File: src/rtl/tern_popcount_neuron_seq.sv
// Streaming ternary neuron: accumulates popcount(pos) - popcount(neg)
// over WIDTH-bit beats, saturates, and applies a dual threshold.
//
// Ports:
//   clk, rst            clock, synchronous active-high reset
//   approx_en           LSB truncation of per-beat counts (first beat)
//   thr_hi, thr_lo      signed thresholds (first beat)
//   in_valid/in_ready   beat handshake; in_pos, in_neg, in_last
//   out_valid/out_ready result handshake
//   out_sum, out_act    signed sum, ternary activation (01 +1, 11 -1)
//   out_sat, out_trunc  sticky saturation, forced close at MAX_BEATS
module tern_popcount_neuron_seq #(
    parameter int WIDTH     = 31,
    parameter int ACC_W     = 12,
    parameter int TRUNC     = 2,
    parameter int MAX_BEATS = 64
) (
    input  logic                    clk,
    input  logic                    rst,
    input  logic                    approx_en,
    input  logic signed [ACC_W-1:0] thr_hi,
    input  logic signed [ACC_W-1:0] thr_lo,
    input  logic                    in_valid,
    output logic                    in_ready,
    input  logic        [WIDTH-1:0] in_pos,
    input  logic        [WIDTH-1:0] in_neg,
    input  logic                    in_last,
    output logic                    out_valid,
    input  logic                    out_ready,
    output logic signed [ACC_W-1:0] out_sum,
    output logic              [1:0] out_act,
    output logic                    out_sat,
    output logic                    out_trunc
);

    localparam int CW = $clog2(WIDTH + 1);
    localparam int BW = $clog2(MAX_BEATS + 1);
    // Wide enough that acc + d never wraps before the clamp.
    localparam int SW = (CW + 1 > ACC_W) ? CW + 2 : ACC_W + 2;

    localparam logic [1:0] S_IDLE = 2'd0;
    localparam logic [1:0] S_ACC  = 2'd1;
    localparam logic [1:0] S_DONE = 2'd2;

    localparam logic [CW-1:0] TMASK = {CW{1'b1}} << TRUNC;
    localparam logic signed [SW-1:0] MAXV =
        {{(SW-ACC_W+1){1'b0}}, {(ACC_W-1){1'b1}}};
    localparam logic signed [SW-1:0] MINV =
        {{(SW-ACC_W+1){1'b1}}, {(ACC_W-1){1'b0}}};

    logic              [1:0] r_state;
    logic           [BW-1:0] r_cnt;
    logic signed [ACC_W-1:0] r_acc;
    logic signed [ACC_W-1:0] r_thi;
    logic signed [ACC_W-1:0] r_tlo;
    logic                    r_apx;
    logic                    r_sat;
    logic                    r_trunc;

    logic           [CW-1:0] w_p;
    logic           [CW-1:0] w_n;
    logic           [CW-1:0] w_pm;
    logic           [CW-1:0] w_nm;
    logic                    w_apx;
    logic                    w_first;
    logic                    w_acc_en;
    logic signed    [SW-1:0] w_d;
    logic signed    [SW-1:0] w_base;
    logic signed    [SW-1:0] w_sum;
    logic                    w_hi;
    logic                    w_lo;
    logic signed [ACC_W-1:0] w_acc_n;
    logic           [BW-1:0] w_cnt_n;
    logic                    w_lim;
    logic                    w_close;

    always_comb begin
        w_p = '0;
        w_n = '0;
        for (int i = 0; i < WIDTH; i++) begin
            w_p = w_p + CW'(in_pos[i]);
            w_n = w_n + CW'(in_neg[i]);
        end
    end

    assign in_ready  = !rst && (r_state != S_DONE);
    assign w_first   = (r_state == S_IDLE);
    assign w_acc_en  = in_valid && in_ready;

    // The first beat uses the live approx_en, later beats the latched copy.
    assign w_apx  = w_first ? approx_en : r_apx;
    assign w_pm   = w_apx ? (w_p & TMASK) : w_p;
    assign w_nm   = w_apx ? (w_n & TMASK) : w_n;
    assign w_d    = SW'($signed({1'b0, w_pm})) - SW'($signed({1'b0, w_nm}));
    assign w_base = w_first ? '0 : SW'(r_acc);
    assign w_sum  = w_base + w_d;
    assign w_hi   = (w_sum > MAXV);
    assign w_lo   = (w_sum < MINV);

    always_comb begin
        w_acc_n = w_sum[ACC_W-1:0];
        if (w_hi) w_acc_n = MAXV[ACC_W-1:0];
        else if (w_lo) w_acc_n = MINV[ACC_W-1:0];
    end

    assign w_cnt_n = w_first ? BW'(1) : r_cnt + BW'(1);
    assign w_lim   = (w_cnt_n == BW'(MAX_BEATS));
    assign w_close = in_last || w_lim;

    always_ff @(posedge clk) begin
        if (rst) begin
            r_state <= S_IDLE;
            r_cnt   <= '0;
            r_acc   <= '0;
            r_thi   <= '0;
            r_tlo   <= '0;
            r_apx   <= 1'b0;
            r_sat   <= 1'b0;
            r_trunc <= 1'b0;
        end else begin
            unique case (r_state)
                S_IDLE, S_ACC: begin
                    if (w_acc_en) begin
                        if (w_first) begin
                            r_apx <= approx_en;
                            r_thi <= thr_hi;
                            r_tlo <= thr_lo;
                        end
                        r_acc   <= w_acc_n;
                        r_sat   <= (!w_first && r_sat) || w_hi || w_lo;
                        r_cnt   <= w_cnt_n;
                        r_trunc <= w_lim && !in_last;
                        r_state <= w_close ? S_DONE : S_ACC;
                    end
                end
                S_DONE: begin
                    if (out_ready) begin
                        r_state <= S_IDLE;
                        r_cnt   <= '0;
                        r_sat   <= 1'b0;
                        r_trunc <= 1'b0;
                    end
                end
                default: r_state <= S_IDLE;
            endcase
        end
    end

    assign out_valid = (r_state == S_DONE);
    assign out_sum   = r_acc;
    assign out_sat   = r_sat;
    assign out_trunc = r_trunc;

    // Activation is only meaningful with a result; +1 wins on overlap.
    always_comb begin
        out_act = 2'b00;
        if (out_valid) begin
            if (r_acc >= r_thi) out_act = 2'b01;
            else if (r_acc <= r_tlo) out_act = 2'b11;
        end
    end

endmodule

File: config.mk
export PLATFORM = sky130hd
export DESIGN_NAME = tern_popcount_neuron_seq
export DESIGN_NICKNAME = d
export VERILOG_FILES = /design/src/rtl/tern_popcount_neuron_seq.sv
export SDC_FILE = /design/constraint.sdc
export NUM_CORES = 1
export LEC_CHECK = 0
export BUFFER_PORTS_ARGS = -buffer_cell sky130_fd_sc_hd__buf_2
export CAP_MARGIN = 15
export CORE_MARGIN = 4
export CORE_UTILIZATION = 35
export CTS_CLUSTER_DIAMETER = 30
export CTS_CLUSTER_SIZE = 30
export DETAILED_ROUTE_END_ITERATION = 7
export PLACE_DENSITY_LB_ADDON = 0.08
export SLEW_MARGIN = 20
export SYNTH_ARGS = -nofsm -noshare
export SYNTH_HDL_FRONTEND = slang
export SYNTH_SLANG_ARGS = --single-unit
File: constraint.sdc
create_clock -name clk -period 9.85 [get_ports clk]
set_clock_uncertainty 0.2 [all_clocks]
set_input_delay 1.97 -clock clk [delete_from_list [all_inputs] [get_ports clk]]
set_output_delay 1.97 -clock clk [all_outputs]
set_load 0.005 [all_outputs]
**After elaboration in Yosys (flattened, before gate mapping)**

Index checks and enable logic that the tools add are counted.

- Register bits after elaboration: 48
- Bits in latches: 0
- Bits in writable memories: 0
- Memory bits (read-only): 0
- Input port bits: 92
- Logic and storage cells: 120
- Memories: 0

- Add/sub/neg operators: 63
- Multipliers: 0
- Divide/modulo/power cells: 0
- $lt $le $gt $ge: 4
- Eq/ne operators: 6
- Shift operators: 0
- Multiplexer cells: 22
- Bitwise operators: 0
- Reductions and logical operators: 17

Operators with widths:

| cell | count |
|---|---|
| 5-bit by 1-bit adder with 5-bit output | 52 |
| 12-bit 2-to-1 mux | 2 |
| 7-bit 2-to-1 mux | 3 |
| 2-bit 2-to-1 mux | 8 |
| 14-bit by 6-bit adder with 14-bit output | 1 |
| 14-bit by 12-bit > comparator with 1-bit output (second input constant) | 1 |
| 14-bit by 12-bit < comparator with 1-bit output (second input constant) | 1 |
| 14-bit 2-to-1 mux | 1 |
| 7-bit case mux with 2 select lines | 1 |
| 12-bit greater-or-equal comparator | 1 |
| 12-bit <= comparator | 1 |
| 4-bit by 1-bit adder with 5-bit output | 2 |
| 3-bit by 1-bit adder with 4-bit output | 2 |
| 7-bit by 1-bit adder with 7-bit output (second input constant) | 1 |
| 7-bit == test (second input constant) | 1 |
| 2-bit by 1-bit adder with 3-bit output | 2 |
| 3-bit AND reduction | 2 |
| 5-bit by 5-bit subtractor with 6-bit output | 1 |
| 1-bit by 1-bit adder with 2-bit output | 2 |
| 1-bit logical AND | 4 |
| 1-bit 2-to-1 mux | 4 |
| 2-bit != test (second input constant) | 2 |
| 1-bit case mux with 2 select lines | 2 |
| 2-bit case mux with 2 select lines | 1 |
| other kinds (9) | 14 |

**Logic depth before layout (Yosys ltp)**

- Depth in word-level cells: 38
- Depth in mapped cells: 28
- Mapped depth without buffers: 27

**Worst setup path before layout**

Ideal clock, no wire load.

- Path type: input to register
- Start point: input port in_pos[17]
- End point: register r_acc[1] (netlist: out_sum[1])
- Arrival time: 8.738 ns
- Data required time: 9.559 ns
- Slack: 0.821 ns
- Stages on the path: 24
- Path through: fa_1 -> inv_1 -> fa_1 -> inv_1 -> fa_1 -> inv_1 -> fa_1 -> fa_1 -> fa_1 -> fa_1 -> inv_1 -> fa_1 -> and2_1 -> ha_1 -> a21o_1 -> a21oi_1 -> o21bai_1 -> a21oi_1 -> ha_1 -> and2_1 -> a311o_1 -> o211ai_1 -> nor2_1 -> a311oi_1

- Cells in the longest elaborated chain, start to end: 20

RTL lines:

| what | line | source |
|---|---|---|
| from (decl) | 25 | `input logic [WIDTH-1:0] in_pos,` |
| 5-bit by 1-bit adder with 5-bit output (*) (14 in series) | 81 | `w_p = w_p + CW'(in_pos[i]);` |
| 2-bit 2-to-1 mux | 92 | `assign w_pm = w_apx ? (w_p & TMASK) : w_p;` |
| 5-bit by 5-bit subtractor with 6-bit output (*) | 94 | `assign w_d = SW'($signed({1'b0, w_pm})) - SW'($signed({1'b0, w_nm}));` |
| 14-bit by 6-bit adder with 14-bit output (*) | 96 | `assign w_sum = w_base + w_d;` |
| 14-bit by 12-bit < comparator with 1-bit output | 98 | `assign w_lo = (w_sum < MINV);` |
| 12-bit 2-to-1 mux | 103 | `else if (w_lo) w_acc_n = MINV[ACC_W-1:0];` |
| 12-bit 2-to-1 mux (*) | 102 | `if (w_hi) w_acc_n = MAXV[ACC_W-1:0];` |
| to (signal assigned) | 129 | `r_acc <= w_acc_n;` |
| to (decl) | 53 | `logic signed [ACC_W-1:0] r_acc;` |

Mark *: on every way between the ends. The rest lies on a longest branch, timed or not.
A chain may end at the register's enable or synchronous reset.

**Final worst setup path**

Ends and elaborated chain as after synthesis.

==> key figures <==
Run status
  • Status: completed

Clock tree
  • H-Tree Depth: 2
  • CTS Sinks: 48
  • Post-CTS Resized: 0
  • Clock Pin Slew Worst Setup and Hold Paths: 0.07 ns
  • CTS tree: built
  • CTS Hold Bufs: 0
  • Buffer depth of the longest clock path: 2
  • CTS Buf Count: 5
  • Post CTS Setup Buffer Count: 0
  • Worst skew pair latency: 0.29 ns
  • CTS Root Cell: clkbuf_16

Floorplan
  • Initial Util: 35.57%
  • Boundary pin count: 110
  • # rows: 43
  • Die ar.: 0.01601 sq mm
  • Core area: 0.01383 sq mm
  • Die width: 126.5 um
  • Die Ht: 126.5 um

Worst setup path
  • Critical path type: input port to flip-flop
  • Critical path's top delay family: adder cells
  • Crit-path most repeated cell: fa_1
  • WP buf/inv: 6
  • Max stage delay on crit path: 0.72 ns
  • Arr. time, crit path: 9.15 ns
  • Slowest CP cell: o211ai_1
  • Required @ worst endpoint: 9.78 ns
  • Critical path fanouts, max: 12
  • Worst setup EP type: flip-flop
  • CP Launch Type: input port

Yosys
  • Mapped Cells: 609
  • Yosys Warn Count: 0
  • Synth top area share: 19.54%
  • Top cells by area, synth: dfxtp_1 (20%), fa_1 (20%), ha_1 (14%)
  • Syn avg cell area: 8.076 sq um
  • Synth Flop Type: dfxtp_1
  • Net count after synthesis: 805
  • Synthesized flop and latch total: 48
  • Most common cell in the netlist: inv_1
  • Async set-or-reset flop fraction in the synthesized netlist: 0%
  • Post-synth cell types: 49
  • Synth area leader: dfxtp_1
  • Register area share after synthesis: 19.54%
  • EDFF count, synth: 0
  • Synth Cell Area: 0.004918 sq mm
  • Post-synth top cells: inv_1 (134), a21oi_1 (71), nand2_1 (60)

Route
  • DRT iter0 DRCs: 129
  • Final wirelength: 11.73 mm
  • ANT nets after route: 0
  • Drt wl/cell: 13.12 um
  • Remaining DRCs: 0
  • Post-DR vias/cell: 4.724
  • Routed vias: 4,223
  • 1st-pass router iterations: 4

Global routing
  • Vias in the first global route: 4,244
  • Overall Global Routing Usage: 14.87%
  • Antenna violations before repair: 1
  • First-pass GRT wire length: 19.82 mm
  • Pin count of the biggest net entering global routing: 40
  • GRT overflow: 0

Cells and area
  • Nets@finish: 909
  • Layout fillers: 1,441
  • Layout cell share with drive strength beyond 1: 18.07%
  • Antenna diodes: 0
  • Final core utilization: 42.06%
  • Layout area overhead: 18.24%
  • Non-Filler Instances: 894

Placement
  • GPL Wtd Cong: 0.8647
  • DPL Wire Length: 9.652 mm
  • Placed insts: 886
  • PortBufs: 109

Timing
  • Max Slew Vio Count: 0
  • Finish-stage setup viols: 0
  • Worst-margin pin slew: 0.9427 ns
  • Fin crit share: 93.51%
  • Min Tclk post-route: 9.211 ns
  • Setup_tns: 0 ns
  • Final Hold Fails: 0
  • Worst rel slew slack: 37.15%
  • RSZ-0062 raised after global routing: false
  • Fmax: 0.1086 GHz

Run
  • Max-Cap Viols: 0

Min path
  • Hold WC Path Type: flip-flop to flip-flop
[path summary, 6_finish.rpt]
path,startpoint,end,slack [ns],depth (start not counted)
max,in_pos[17],out_sum[1]$_SDFFE_PP0P_,0.64,26
min,r_tlo[8]$_SDFFE_PP0P_,r_tlo[8]$_SDFFE_PP0P_,0.26,2
max reg2reg,r_state[0]$_SDFFE_PP0P_,out_sum[1]$_SDFFE_PP0P_,5.27,16
min reg2reg,r_tlo[8]$_SDFFE_PP0P_,r_tlo[8]$_SDFFE_PP0P_,0.26,2
[registers in the layout (all words and copies together) (netlist names)]
| register | cells |
|---|---|
| out_sat | 1 |
| r_state | 2 |
| r_thi | 12 |
| out_trunc | 1 |
| r_cnt | 7 |
| r_tlo | 12 |
| out_sum | 12 |
| r_apx | 1 |
[layout make-up]
class | count | area (sq um) | area share [%]
multi-input cells | 411 | 3383 | 58.18
well taps | 180 | 225.2 | 3.873
flip-flops and latches | 48 | 960.9 | 16.52
inverters | 134 | 503.0 | 8.649
clock inverters | 3 | 42.54 | 0.7315
clock buffers | 5 | 125.1 | 2.151
repair buffers | 113 | 575.6 | 9.897
[routing by layer]
metal  up-vias  track usage (%)  routed length, um
met5         -                0                  7
met4         2            3.722                163
met3        14            2.316                557
met2        92            25.25               5538
met1      1942            19.86               5462
li1       2173                -                  -
[worst min-delay path, cell delays in order, from the launching register on]
cell,delay (ns)
dfxtp_1,0.31
nand2_1,0.05
a21oi_1,0.05
[logic make-up after synthesis]
| logic type | share of synthesized area, % |
|---|---|
| and+or+nand+nor | 14.07 |
| AOI/OAI and AO/OA | 17.35 |
| buffers and inverters | 11.68 |
| xor gates and xnor gates | 3.383 |
| adders and majority gates | 33.78 |
| DFF | 19.54 |
| muxes | 0.2035 |
[stage by stage]
| step | instance area [sq um] | hold slack (ns) | worst slack [ns] |
|---|---|---|---|
| 3_5_place_dp | 5648 | 0.2483 | 0.2766 |
| 5_1_grt | 5816 | 0.2770 | 0.1338 |
| 2_1_floorplan | 4918 | 0.2337 | 0.8208 |
| 3_3_place_gp | 5648 | 0.2385 | 0.3978 |
| 6_report | 5816 | 0.2559 | 0.6395 |
| 4_1_cts | 5816 | 0.2594 | 0.5867 |
[cell usage in the layout (no fill, tap or decap), types with 3 or more instances in the layout]
cell type / count
a22oi_1: 3
a21o_1: 11
dfxtp_1: 48
nand3_1: 5
o21ai_0: 21
a21oi_1: 71
fa_1: 48
xor2_1: 8
and3_1: 3
nor2_1: 27
buf_2: 109
buf_4: 4
and2_1: 4
a31oi_1: 6
a211oi_1: 5
nand2_1: 60
nor2b_1: 16
inv_1: 134
nand2b_1: 12
xnor2_1: 11
ha_1: 56
clkbuf_16: 5
o211ai_1: 8
Power is left out: the tool's default activity adds up to more than one toggle a clock period on the data nets, which glitch-free logic cannot reach.
